File: config.mk
export PLATFORM = sky130hd
export DESIGN_NAME = fmul_seq_ctrl
export DESIGN_NICKNAME = d
export VERILOG_FILES = /design/src/rtl/fmul_seq_pkg.sv /design/src/rtl/fmul_seq_ctrl_mant_iter.sv /design/src/rtl/fmul_seq_ctrl.sv
export SDC_FILE = /design/constraint.sdc
export NUM_CORES = 1
export LEC_CHECK = 0
export ABC_AREA = 0
export CORE_ASPECT_RATIO = 0.5
export CORE_MARGIN = 2
export CORE_UTILIZATION = 54
export CTS_CLUSTER_SIZE = 20
export DETAILED_ROUTE_END_ITERATION = 12
export MAX_ROUTING_LAYER = met4
export PLACE_DENSITY = 0.89
export SLEW_MARGIN = 25
export SYNTH_ARGS = -nofsm -noshare
export SYNTH_HDL_FRONTEND = slang
export SYNTH_SLANG_ARGS = --single-unit
File: constraint.sdc
create_clock -name clk -period 7.4 [get_ports clk]
set_input_delay 2.22 -clock clk [delete_from_list [all_inputs] [get_ports clk]]
set_output_delay 2.22 -clock clk [all_outputs]
set_load 0.05 [all_outputs]
File: src/rtl/fmul_seq_pkg.sv
// Shared types and defaults for the sequential single-precision multiplier.
// Optional feature macro: FMUL_SEQ_ZERO_BYPASS_EN (consumed by fmul_seq_ctrl).
package fmul_seq_pkg;

  typedef enum logic [1:0] {
    IDLE = 2'd0,
    MUL  = 2'd1,
    NORM = 2'd2,
    DONE = 2'd3
  } state_e;

  localparam int DEF_EXP_WIDTH = 8;
  localparam int DEF_MAN_WIDTH = 23;
  localparam int DEF_EXP_BIAS  = 127;
  localparam int FP_WIDTH      = 1 + DEF_EXP_WIDTH + DEF_MAN_WIDTH;

  // Smallest w with 2**w >= n, used to size the iteration counter.
  function automatic int cnt_width(input int n);
    int w;
    w = 0;
    while ((1 << w) < n) begin
      w++;
    end
    return w;
  endfunction

endpackage

File: src/rtl/fmul_seq_ctrl_mant_iter.sv
// Shift-add mantissa multiplier: one multiplier bit consumed per step.
// Only the upper MAN_WIDTH+2 product bits leave the block; the rest are
// always truncated by the normaliser, so they are never exported.
module fmul_mant_iter
  import fmul_seq_pkg::*;
#(
  parameter int MAN_WIDTH = DEF_MAN_WIDTH
) (
  input  logic                 clk,
  input  logic                 rst,
  input  logic                 load_i,
  input  logic                 zero_i,
  input  logic                 step_i,
  input  logic [MAN_WIDTH-1:0] man_a_i,
  input  logic [MAN_WIDTH-1:0] man_b_i,
  output logic [MAN_WIDTH+1:0] prodHi_o
);

  localparam int N = MAN_WIDTH + 1;

  logic [2*N-1:0] acc_q;
  logic [2*N-1:0] acc_d;
  logic [N:0]     sum;

  // Load the multiplier into the low half, or add the multiplicand into the
  // top half when the current low bit is set, then shift right by one.
  always_comb begin
    acc_d = acc_q;
    sum   = {1'b0, acc_q[2*N-1:N]} + {1'b0, 1'b1, man_a_i};
    if (load_i) begin
      acc_d = zero_i ? '0 : {{N{1'b0}}, 1'b1, man_b_i};
    end else if (step_i) begin
      if (acc_q[0]) begin
        acc_d = {sum, acc_q[N-1:1]};
      end else begin
        acc_d = {1'b0, acc_q[2*N-1:1]};
      end
    end
  end

  // Accumulator register, cleared on reset.
  always_ff @(posedge clk) begin
    if (rst) begin
      acc_q <= '0;
    end else begin
      acc_q <= acc_d;
    end
  end

  assign prodHi_o = acc_q[2*N-1:N-1];

endmodule

File: src/rtl/fmul_seq_ctrl.sv
// Sequencing controller for a single-precision FP multiply: handshake in,
// iterative mantissa product, normalise/truncate, handshake out.
// Optional feature macro: FMUL_SEQ_ZERO_BYPASS_EN (zero operands skip MUL).
module fmul_seq_ctrl
  import fmul_seq_pkg::*;
#(
  parameter int EXP_WIDTH = DEF_EXP_WIDTH,
  parameter int MAN_WIDTH = DEF_MAN_WIDTH,
  parameter int EXP_BIAS  = DEF_EXP_BIAS
) (
  input  logic                           clk,
  input  logic                           rst,
  input  logic                           in_valid,
  output logic                           in_ready,
  input  logic [EXP_WIDTH+MAN_WIDTH:0]   in_a,
  input  logic [EXP_WIDTH+MAN_WIDTH:0]   in_b,
  output logic                           out_valid,
  input  logic                           out_ready,
  output logic [EXP_WIDTH+MAN_WIDTH:0]   out_res,
  output logic                           out_ovf,
  output logic                           out_unf,
  output logic                           busy
);

  localparam int FW    = 1 + EXP_WIDTH + MAN_WIDTH;
  localparam int CNT_W = cnt_width(MAN_WIDTH + 2);
  localparam int EW2   = EXP_WIDTH + 2;

  state_e                 state_q, state_d;
  logic [CNT_W-1:0]       cnt_q, cnt_d;
  logic                   sign_q, sign_d;
  logic [EXP_WIDTH-1:0]   expA_q, expA_d;
  logic [EXP_WIDTH-1:0]   expB_q, expB_d;
  logic [MAN_WIDTH-1:0]   manA_q, manA_d;
  logic                   zero_q, zero_d;
  logic [FW-1:0]          res_q, res_d;
  logic                   ovf_q, ovf_d;
  logic                   unf_q, unf_d;

  logic                   load;
  logic                   step;
  logic                   opZero;
  logic [MAN_WIDTH+1:0]   prodHi;
  logic [MAN_WIDTH-1:0]   normMan;
  logic [EW2-1:0]         expRaw;
  logic                   ovfHit;
  logic                   unfHit;

  fmul_mant_iter #(
    .MAN_WIDTH (MAN_WIDTH)
  ) u_mant_iter (
    .clk      (clk),
    .rst      (rst),
    .load_i   (load),
    .zero_i   (opZero),
    .step_i   (step),
    .man_a_i  (manA_q),
    .man_b_i  (in_b[MAN_WIDTH-1:0]),
    .prodHi_o (prodHi)
  );

  // Next-state, operand capture and result formatting; a product carry
  // selects the higher mantissa window and bumps the exponent by one.
  always_comb begin
    state_d = state_q;
    cnt_d   = cnt_q;
    sign_d  = sign_q;
    expA_d  = expA_q;
    expB_d  = expB_q;
    manA_d  = manA_q;
    zero_d  = zero_q;
    res_d   = res_q;
    ovf_d   = ovf_q;
    unf_d   = unf_q;
    load    = 1'b0;
    step    = 1'b0;
    opZero  = (in_a[FW-2 -: EXP_WIDTH] == '0) || (in_b[FW-2 -: EXP_WIDTH] == '0);
    normMan = prodHi[MAN_WIDTH+1] ? prodHi[MAN_WIDTH:1] : prodHi[MAN_WIDTH-1:0];
    expRaw  = EW2'(expA_q) + EW2'(expB_q) + EW2'(prodHi[MAN_WIDTH+1]) - EW2'(EXP_BIAS);
    ovfHit  = !expRaw[EW2-1] && (expRaw >= EW2'((1 << EXP_WIDTH) - 1));
    unfHit  = expRaw[EW2-1] || (expRaw == '0);

    case (state_q)
      IDLE: begin
        if (in_valid) begin
          load   = 1'b1;
          sign_d = in_a[FW-1] ^ in_b[FW-1];
          expA_d = in_a[FW-2 -: EXP_WIDTH];
          expB_d = in_b[FW-2 -: EXP_WIDTH];
          manA_d = in_a[MAN_WIDTH-1:0];
          zero_d = opZero;
          cnt_d  = CNT_W'(MAN_WIDTH);
`ifdef FMUL_SEQ_ZERO_BYPASS_EN
          state_d = opZero ? NORM : MUL;
`else
          state_d = MUL;
`endif
        end
      end
      MUL: begin
        step = 1'b1;
        if (cnt_q == '0) begin
          state_d = NORM;
        end else begin
          cnt_d = cnt_q - CNT_W'(1);
        end
      end
      NORM: begin
        state_d = DONE;
        if (zero_q) begin
          res_d = {sign_q, {(FW-1){1'b0}}};
          ovf_d = 1'b0;
          unf_d = 1'b0;
        end else if (ovfHit) begin
          res_d = {sign_q, {EXP_WIDTH{1'b1}}, {MAN_WIDTH{1'b0}}};
          ovf_d = 1'b1;
          unf_d = 1'b0;
        end else if (unfHit) begin
          res_d = {sign_q, {(FW-1){1'b0}}};
          ovf_d = 1'b0;
          unf_d = 1'b1;
        end else begin
          res_d = {sign_q, expRaw[EXP_WIDTH-1:0], normMan};
          ovf_d = 1'b0;
          unf_d = 1'b0;
        end
      end
      DONE: begin
        if (out_ready) begin
          state_d = IDLE;
        end
      end
      default: begin
        state_d = IDLE;
      end
    endcase
  end

  // State and datapath registers; reset discards any in-flight operation.
  always_ff @(posedge clk) begin
    if (rst) begin
      state_q <= IDLE;
      cnt_q   <= '0;
      sign_q  <= 1'b0;
      expA_q  <= '0;
      expB_q  <= '0;
      manA_q  <= '0;
      zero_q  <= 1'b0;
      res_q   <= '0;
      ovf_q   <= 1'b0;
      unf_q   <= 1'b0;
    end else begin
      state_q <= state_d;
      cnt_q   <= cnt_d;
      sign_q  <= sign_d;
      expA_q  <= expA_d;
      expB_q  <= expB_d;
      manA_q  <= manA_d;
      zero_q  <= zero_d;
      res_q   <= res_d;
      ovf_q   <= ovf_d;
      unf_q   <= unf_d;
    end
  end

  assign in_ready  = (state_q == IDLE);
  assign out_valid = (state_q == DONE);
  assign busy      = (state_q != IDLE);
  assign out_res   = res_q;
  assign out_ovf   = ovf_q;
  assign out_unf   = unf_q;

endmodule

* Word-level counts from Yosys, hierarchy flattened *
Cells that the tools add are included.

storage, ports and cells
  bits in registers = 130
  output and inout bits = 37
  word-level logic and storage cells = 63

cells by class
  bitwise operators = 1
  reductions and logical operators = 15
  add/sub/neg operators = 5
  magnitude comparators = 1
  muxes and demuxes = 23
  equality and inequality tests = 7

operators by type and width
  cell                     number
  $mux W48                 3
  $mux W31                 3
  $add A24 B24 Y25         1
  $mux W24                 1
  $mux W23                 1
  $logic_not A8 Y1         2
  $add A9 B1 Y10           1
  $ge A10 B8 Y1 const B    1
  $logic_not A10 Y1        1
  $mux W5                  2
  $pmux W5 S2              1
  $sub A10 B7 Y10 const B  1
  $add A8 B8 Y9            1
  $mux W1                  8
  $pmux W2 S4              1
  $mux W2                  3
  $ne A2 B2 Y1 const B     3
  $reduce_and A3 Y1        2
  $reduce_bool A2 Y1       3
  $logic_not A5 Y1         1
  $sub A5 B1 Y5 const B    1
  $eq A2 B2 Y1 const B     2
  $eq A2 B1 Y1 const B     1
  $logic_not A2 Y1         1
  other kinds (6)          7

* Logic depth before layout (Yosys ltp) *
Gate-level depths: netlist of the first run.

  depth after elaboration = 8
  gate-level depth with buffers = 15

* By module *
Synthesis of the first run repeated with hierarchy kept, for this count alone.

unflattened totals
  cells, all modules = 931
  area, all modules = 7,557.2 µm²

by module, submodules not included
  module          area each (µm²)  instances  cells an instance  sequential area each (µm²)
  fmul_seq_ctrl   3,821.2          1          445                1,641.6
  fmul_mant_iter  3,736.1          1          486                960.9

* Worst setup path after synthesis of the first run *
Ideal clock, no wire load.

  path kind = flip-flop to output port
  start point = register state_q[0]
  end point = output busy
  arrival time = 1.333 ns
  required time = 5.180 ns
  stages on the path, launching flop included = 4
  slack = 3.847 ns
  cell sequence = dfxtp_1 -> inv_1 -> ha_1 -> inv_1

between the ends
  word-level cells in the longest chain between the ends = 1

ends and longest elaborated chain
  item                      RTL line              text
  start: declaration        fmul_seq_ctrl.sv:29   state_e state_q, state_d;
  start signal: assignment  fmul_seq_ctrl.sv:153  state_q <= state_d;
  $reduce_bool A2 Y1        fmul_seq_ctrl.sv:168  assign busy = (state_q != IDLE);
  end: declaration          fmul_seq_ctrl.sv:22   output logic busy

Every way passes these cells.

* Final worst setup path of the first run *
Same ends and word-level chain as after synthesis.

==> results of run 1 <==
synth_stat cells (4+ instances only):
library cell and instances:
nor2_1 84, o211ai_1 4, clkbuf_1 35, o21ai_0 46, a211oi_1 21, nand2b_1 8, and2_1 6, xor2_1 6
nand2_1 149, xnor2_1 21, a31oi_1 13, ha_1 45, a21oi_1 102, nor3_1 9, nand4_1 6, buf_2 7
o21bai_1 4, or3_1 5, dfxtp_1 130, mux2i_1 51, inv_1 25, o21ai_2 20, buf_1 7, nor2b_1 7
a21o_1 16, nand3_1 8, nor3b_1 6
final cells by class:
type / count / area share, %
Inverter: 25 / 1.05
Clock buffer: 18 / 4.90
Sequential cell: 130 / 29.1
Timing Repair Buffer: 111 / 12.2
Tap cell: 170 / 2.37
Clock inverter: 14 / 1.72
Multi-Input combinational cell: 687 / 48.7
kinds of logic after synthesis:
group / Yosys count / share of synthesized area [%]
buffers and inverters: 76 / 4.26
xor gates and xnor gates: 27 / 3.26
and+or+nand+nor: 307 / 18.8
muxes: 52 / 7.19
adders and majority gates: 47 / 8.31
AOI/OAI and AO/OA: 254 / 22.4
DFF: 130 / 35.8
per-stage QoR:
stage	instance area (sq um)	util [%]	setup slack, ps
2_1_floorplan	7260	-	3850
5_1_grt	8960	69.5	3010
4_1_cts	8950	69.5	3030
3_5_place_dp	8360	64.9	2590
6_report	8960	69.5	3080
3_3_place_gp	8360	64.9	2740
worst max-delay path: stages (launching register included):
cell and delay, ps:
dfxtp_1 400, inv_1 90, ha_1 290, inv_1 100
clkdlybuf4s50_1 800
registers in the layout, summed over array words and instances, names as in the netlist:
signal	count
cnt_q	5
expA_q	8
out_ovf	1
u_mant_iter.acc_q	48
zero_q	1
out_res	32
expB_q	8
manA_q	23
sign_q	1
out_unf	1
state_q	2
worst paths after layout:
kind / startpoint / end / cells past startpoint
max: state_q[0] / busy / 4
min: out_res[13] / out_res[13] / 2
max reg2reg: u_mant_iter.acc_q[47] / out_res[2] / 13
min reg2reg: out_res[13] / out_res[13] / 2
power breakdown:
group / internal (uW) / switching, uW / leakage [uW]
logic: 456 / 761 / 0.00210
clock network: 509 / 333 / 0.000284
registers: 848 / 122 / 0.00106
layer usage:
layer | vias to the layer above | wire [um] | global-route usage, %
met5 | - | 0 | -
met1 | 3201 | 8630 | 34.2
met4 | 0 | 265 | 8.22
met3 | 28 | 896 | 3.88
li1 | 3304 | - | -
met2 | 190 | 8580 | 43.6
==> out/qor.yml, run 1 <==
run_status: "finished, final reports clean"
clk_path_buf_depth: 2
dp_hpwl_um: 12400
total_power_uw: 3030
worstSetupStartpointType: "flop"
synth_edf_count: 0
critical_path_class: "flop to output pin"
grt_first_pass_wirelength_um: 30500
ys_ff_latch: 130
post_cts_buffers: 0
multiInputGateArea_sq_um: 4370
dr.pass1.iters: 5
synth_cells: 893
crit_path_max_fanout: 7
yosys-top-cells-area: "dfxtp_1, ha_1, nand2_1"
clkSlewWorstSetupHoldPaths_ps: 60
die_h_um: 86.0
seqCellArea_sq_um: 2600
design.core.area_sq_um: 12900
ys.flop_type: "dfxtp_1"
tightest_slew_ps: 797
clock-sinks: 130
final_hold_viol_count: 0
slew_violations: 0
finalNetCount: 1087
arrival_ps: 2100
gp_congestion: 0.934
skew_ps: 9.07
grtUsageTotal_pct: 26.5
layout_commonest_cell: "nand2_1"
synth_area_sq_um: 7260
final_cells: 1155
wl_per_cell_um: 15.9
yosysSeqAreaShare_pct: 35.8
setup_tns_ps: 0
initial_core_util_pct: 56.4
row_count: 29
gr-total-overflow: 0
die-area_sq_um: 14400
crit_required_ps: 5180
synthArstFlopShare_pct: 0
drc: 0
power.density_nw_per_um2: 338
dp.cells: 1123
num_vias: 6723
detail_route.iter0.violations: 487
synth_top_area_cell: "dfxtp_1"
rsz0062_at_grt: "false"
setup_viol: 0
drive_above_1_share_pct: 8.02
ys_warn_count: 0
final_antenna_net_count: 0
syn_nets: 1008
min_period_ps: 4320
finalCritPeriodShare_pct: 58.3
n_antenna_cell: 0
numCtsBuffers: 17
clock_latency_ps: 410
synthDistinctLibCells: 60
die_w_um: 168
area_growth_pct: 23.4
pin_count: 105
avgSynthCellArea_sq_um: 8.13
grt_start_max_net_pins: 62
holdWs_ps: 452
drv_cap: 0
portBuffers: 104
tritoncts: "yes"
n_fill_cell: 1017
cts_max_level: 4
end_kind: "output pin"
maxSlewHeadroom_pct: 46.7
antenna_found_initial: 0
vias_per_cell: 5.82
fmax_ghz: 0.232
irDropWorstVdd_uv: 434
wl_um: 18400
grt_pass1_vias: 6374
cts_resized: 0
ctsHoldBuffers: 0
final_cell_mix: "nand2_1, dfxtp_1, clkdlybuf4s50_1"
r2r_slack_ps: 4020
hp-class: "flop to flop"
cts-root-buf: "clkbuf_16"
leakagePower_uw: 0.00344
yosysTopAreaCellShare_pct: 35.8
(Power assumes the default switching activity.)
==> run 2: changes to the inputs <==
--- a/config.mk
+++ b/config.mk
@@ -8,11 +8,11 @@
 export ABC_AREA = 0
 export CORE_ASPECT_RATIO = 0.5
 export CORE_MARGIN = 2
-export CORE_UTILIZATION = 54
+export CORE_UTILIZATION = 50
 export CTS_CLUSTER_SIZE = 20
 export DETAILED_ROUTE_END_ITERATION = 12
 export MAX_ROUTING_LAYER = met4
-export PLACE_DENSITY = 0.89
+export PLACE_DENSITY = 0.87
 export SLEW_MARGIN = 25
 export SYNTH_ARGS = -nofsm -noshare
 export SYNTH_HDL_FRONTEND = slang
==> constraint.sdc (replaced) <==
create_clock -name clk -period 3.85 [get_ports clk]
set_input_delay 1.155 -clock clk [delete_from_list [all_inputs] [get_ports clk]]
set_output_delay 1.155 -clock clk [all_outputs]
set_load 0.05 [all_outputs]
==> out/qor.yml, run 2 (same netlist as run 1, synthesis figures left out) <==
gp_congestion: 0.922  # was 0.934
gr-total-overflow: 0  # unchanged
grt_first_pass_wirelength_um: 29800  # was 30500 um
reg2reg_from: "u_mant_iter.acc_q[47]"  # unchanged
crit_family: "compound AO/OA/AOI/OAI gates"  # was buffers and inverters
n_antenna_cell: 0  # unchanged
clock-sinks: 130  # unchanged
seqCellArea_sq_um: 2600  # unchanged
finalCritPeriodShare_pct: 85.1
cts_max_level: 4  # unchanged
design.core.area_sq_um: 14300  # was 12900 sq um
layout_commonest_cell: "nand2_1"  # unchanged
fmax_ghz: 0.305
hold_start: "out_res[3]"  # was out_res[13]
wl_met3_um: 1010  # was 896 um
fin_ws_ps: 573  # was 3080 ps
num_vias: 6671  # was 6723
holdPathStages: 2  # unchanged
drive_above_1_share_pct: 8.38  # was 8.02%
critPathLaunch: "u_mant_iter.acc_q[47]"  # was state_q[0]
cts_resized: 0  # unchanged
clkSlewWorstSetupHoldPaths_ps: 60  # about the same
dr.pass1.iters: 6  # was 5
grt_start_max_net_pins: 61  # was 62
numCtsBuffers: 17  # unchanged
top_layer_used: "met4"  # unchanged
skew_ps: 12.6  # was 9.07 ps
finalNetCount: 1092  # was 1087
clock_latency_ps: 420  # was 410 ps
multiInputGateArea_sq_um: 4370  # unchanged
regMostFlops: "u_mant_iter.acc_q"  # unchanged
detail_route.iter0.violations: 560  # was 487
r2r_slack_ps: 570  # was 4020 ps
setup_tns_ps: 0  # unchanged
final_antenna_net_count: 0  # unchanged
largest_reg_flops: 48  # unchanged
tightest_slew_ps: 936  # was 797 ps
pin_count: 105  # unchanged
crit_path_top_delay_cell: "a2111oi_0"  # was clkdlybuf4s50_1
min_period_ps: 3280
rsz0062_at_grt: "false"  # unchanged
ctsHoldBuffers: 0  # unchanged
total_power_uw: 5950  # was 3030 uW
portBuffers: 104  # unchanged
clk_path_buf_depth: 2  # unchanged
worstSetupStartpointType: "flop"  # unchanged
crit_required_ps: 4130  # was 5180 ps
tritoncts: "yes"  # unchanged
maxSlewHeadroom_pct: 37.5  # was 46.7%
grt_pass1_vias: 6165  # was 6374
final_hold_viol_count: 0  # unchanged
crit_path_frequent_cell: "inv_1"  # unchanged
wl_met2_um: 8630  # was 8580 um
reg2reg_depth: 13  # unchanged
crit_path_max_fanout: 23  # was 7
dp_slack_ps: 535  # was 2590 ps
grtUsageTotal_pct: 24.7  # was 26.5%
end_kind: "flop"  # was output pin
dp_hpwl_um: 12800  # was 12400 um
whs_endpoint: "out_res[3]"  # was out_res[13]
die_h_um: 89.2  # was 86.0 um
slowest_delay_ps: 490  # was 800 ps
cp_cell_sequence: "inv_1 -> ha_1 -> inv_1 -> ha_1 -> inv_1 -> fa_1 -> nand2b_1 -> a2111oi_0 -> a211oi_1 -> nor2_1 -> a31oi_4 -> nand3b_4 -> o21ai_0"  # was inv_1 -> ha_1 -> inv_1 -> clkdlybuf4s50_1
arrival_ps: 3560  # was 2100 ps
slew_violations: 0  # unchanged
die-area_sq_um: 15600  # was 14400 sq um
drc: 0  # unchanged
final_cell_mix: "nand2_1, dfxtp_1, clkdlybuf4s50_1"  # unchanged
post-route-util_pct: 63.3  # was 69.5%
critical_path_class: "flop to flop"  # was flop to output pin
drv_cap: 0  # unchanged
die_w_um: 174  # was 168 um
wl_per_cell_um: 15.6  # was 15.9 um
n_fill_cell: 1178  # was 1017
met1_length_um: 8650  # was 8630 um
leakagePower_uw: 0.00348  # was 0.00344 uW
critPathBufInv: 3  # unchanged
rr_endpoint: "out_res[2]"  # unchanged
hp-class: "flop to flop"  # unchanged
setup_viol: 0  # unchanged
irDropWorstVdd_uv: 688  # was 434 uV
run_status: "finished, final reports clean"  # unchanged
cts-root-buf: "clkbuf_16"  # unchanged
vias_per_cell: 5.62  # was 5.82
initial_core_util_pct: 50.7  # was 56.4%
row_count: 31  # was 29
post_cts_buffers: 0  # unchanged
area_growth_pct: 24.8  # was 23.4%
power.density_nw_per_um2: 657  # was 338 nW/um^2
antenna_found_initial: 0  # unchanged
wl_um: 18600  # was 18400 um
run 2: report_power, final:
part / total (uW) / internal [uW] / leakage [uW] / switching [uW]
Clock: 1720 / 1100 / 0.000299 / 618
Sequential: 1880 / 1630 / 0.00106 / 253
Combinational: 2350 / 897 / 0.00212 / 1450
run 2: stage by stage:
stage	area, sq um	cells	hold WS, ps
2_1_floorplan	7260	893	436
3_3_place_gp	8430	1156	437
3_5_place_dp	8430	1156	440
4_1_cts	9060	1188	454
5_1_grt	9060	1188	469
6_report	9060	1188	451
run 2: final cells by class:
cell class                 instances  area share [%]
clock buffer                      19            4.89
clock inverter                    13            2.03
inverter                          25            1.04
multi-input combinational        687            48.2
sequential                       130            28.7
tap                              198            2.73
timing repair buffer             116            12.4
run 2: layer usage:
metal / up-vias / GRT usage, %
li1: 3311 / -
met3: 26 / 3.83
met4: 0 / 8.40
met5: - / -
met1: 3134 / 31.4
met2: 200 / 40.7
run 2: worst register-to-register path: cells and delay by family, from the launching register on:
family          cells  cell delay [ps]
fa+ha+maj           3              850
compound gates      4              940
buf+inv             3              190
flops               1              330
simple gates        3              840
run 2: worst max path at each step:
stage,endpoint,slack [ps],depth (start not counted)
2_1_floorplan,out_res[10],690,15
3_3_place_gp,u_mant_iter.acc_q[45],630,7
3_5_place_dp,u_mant_iter.acc_q[45],540,7
4_1_cts,out_res[0],550,13
5_1_grt,out_res[0],280,13
6_report,out_res[2],570,13
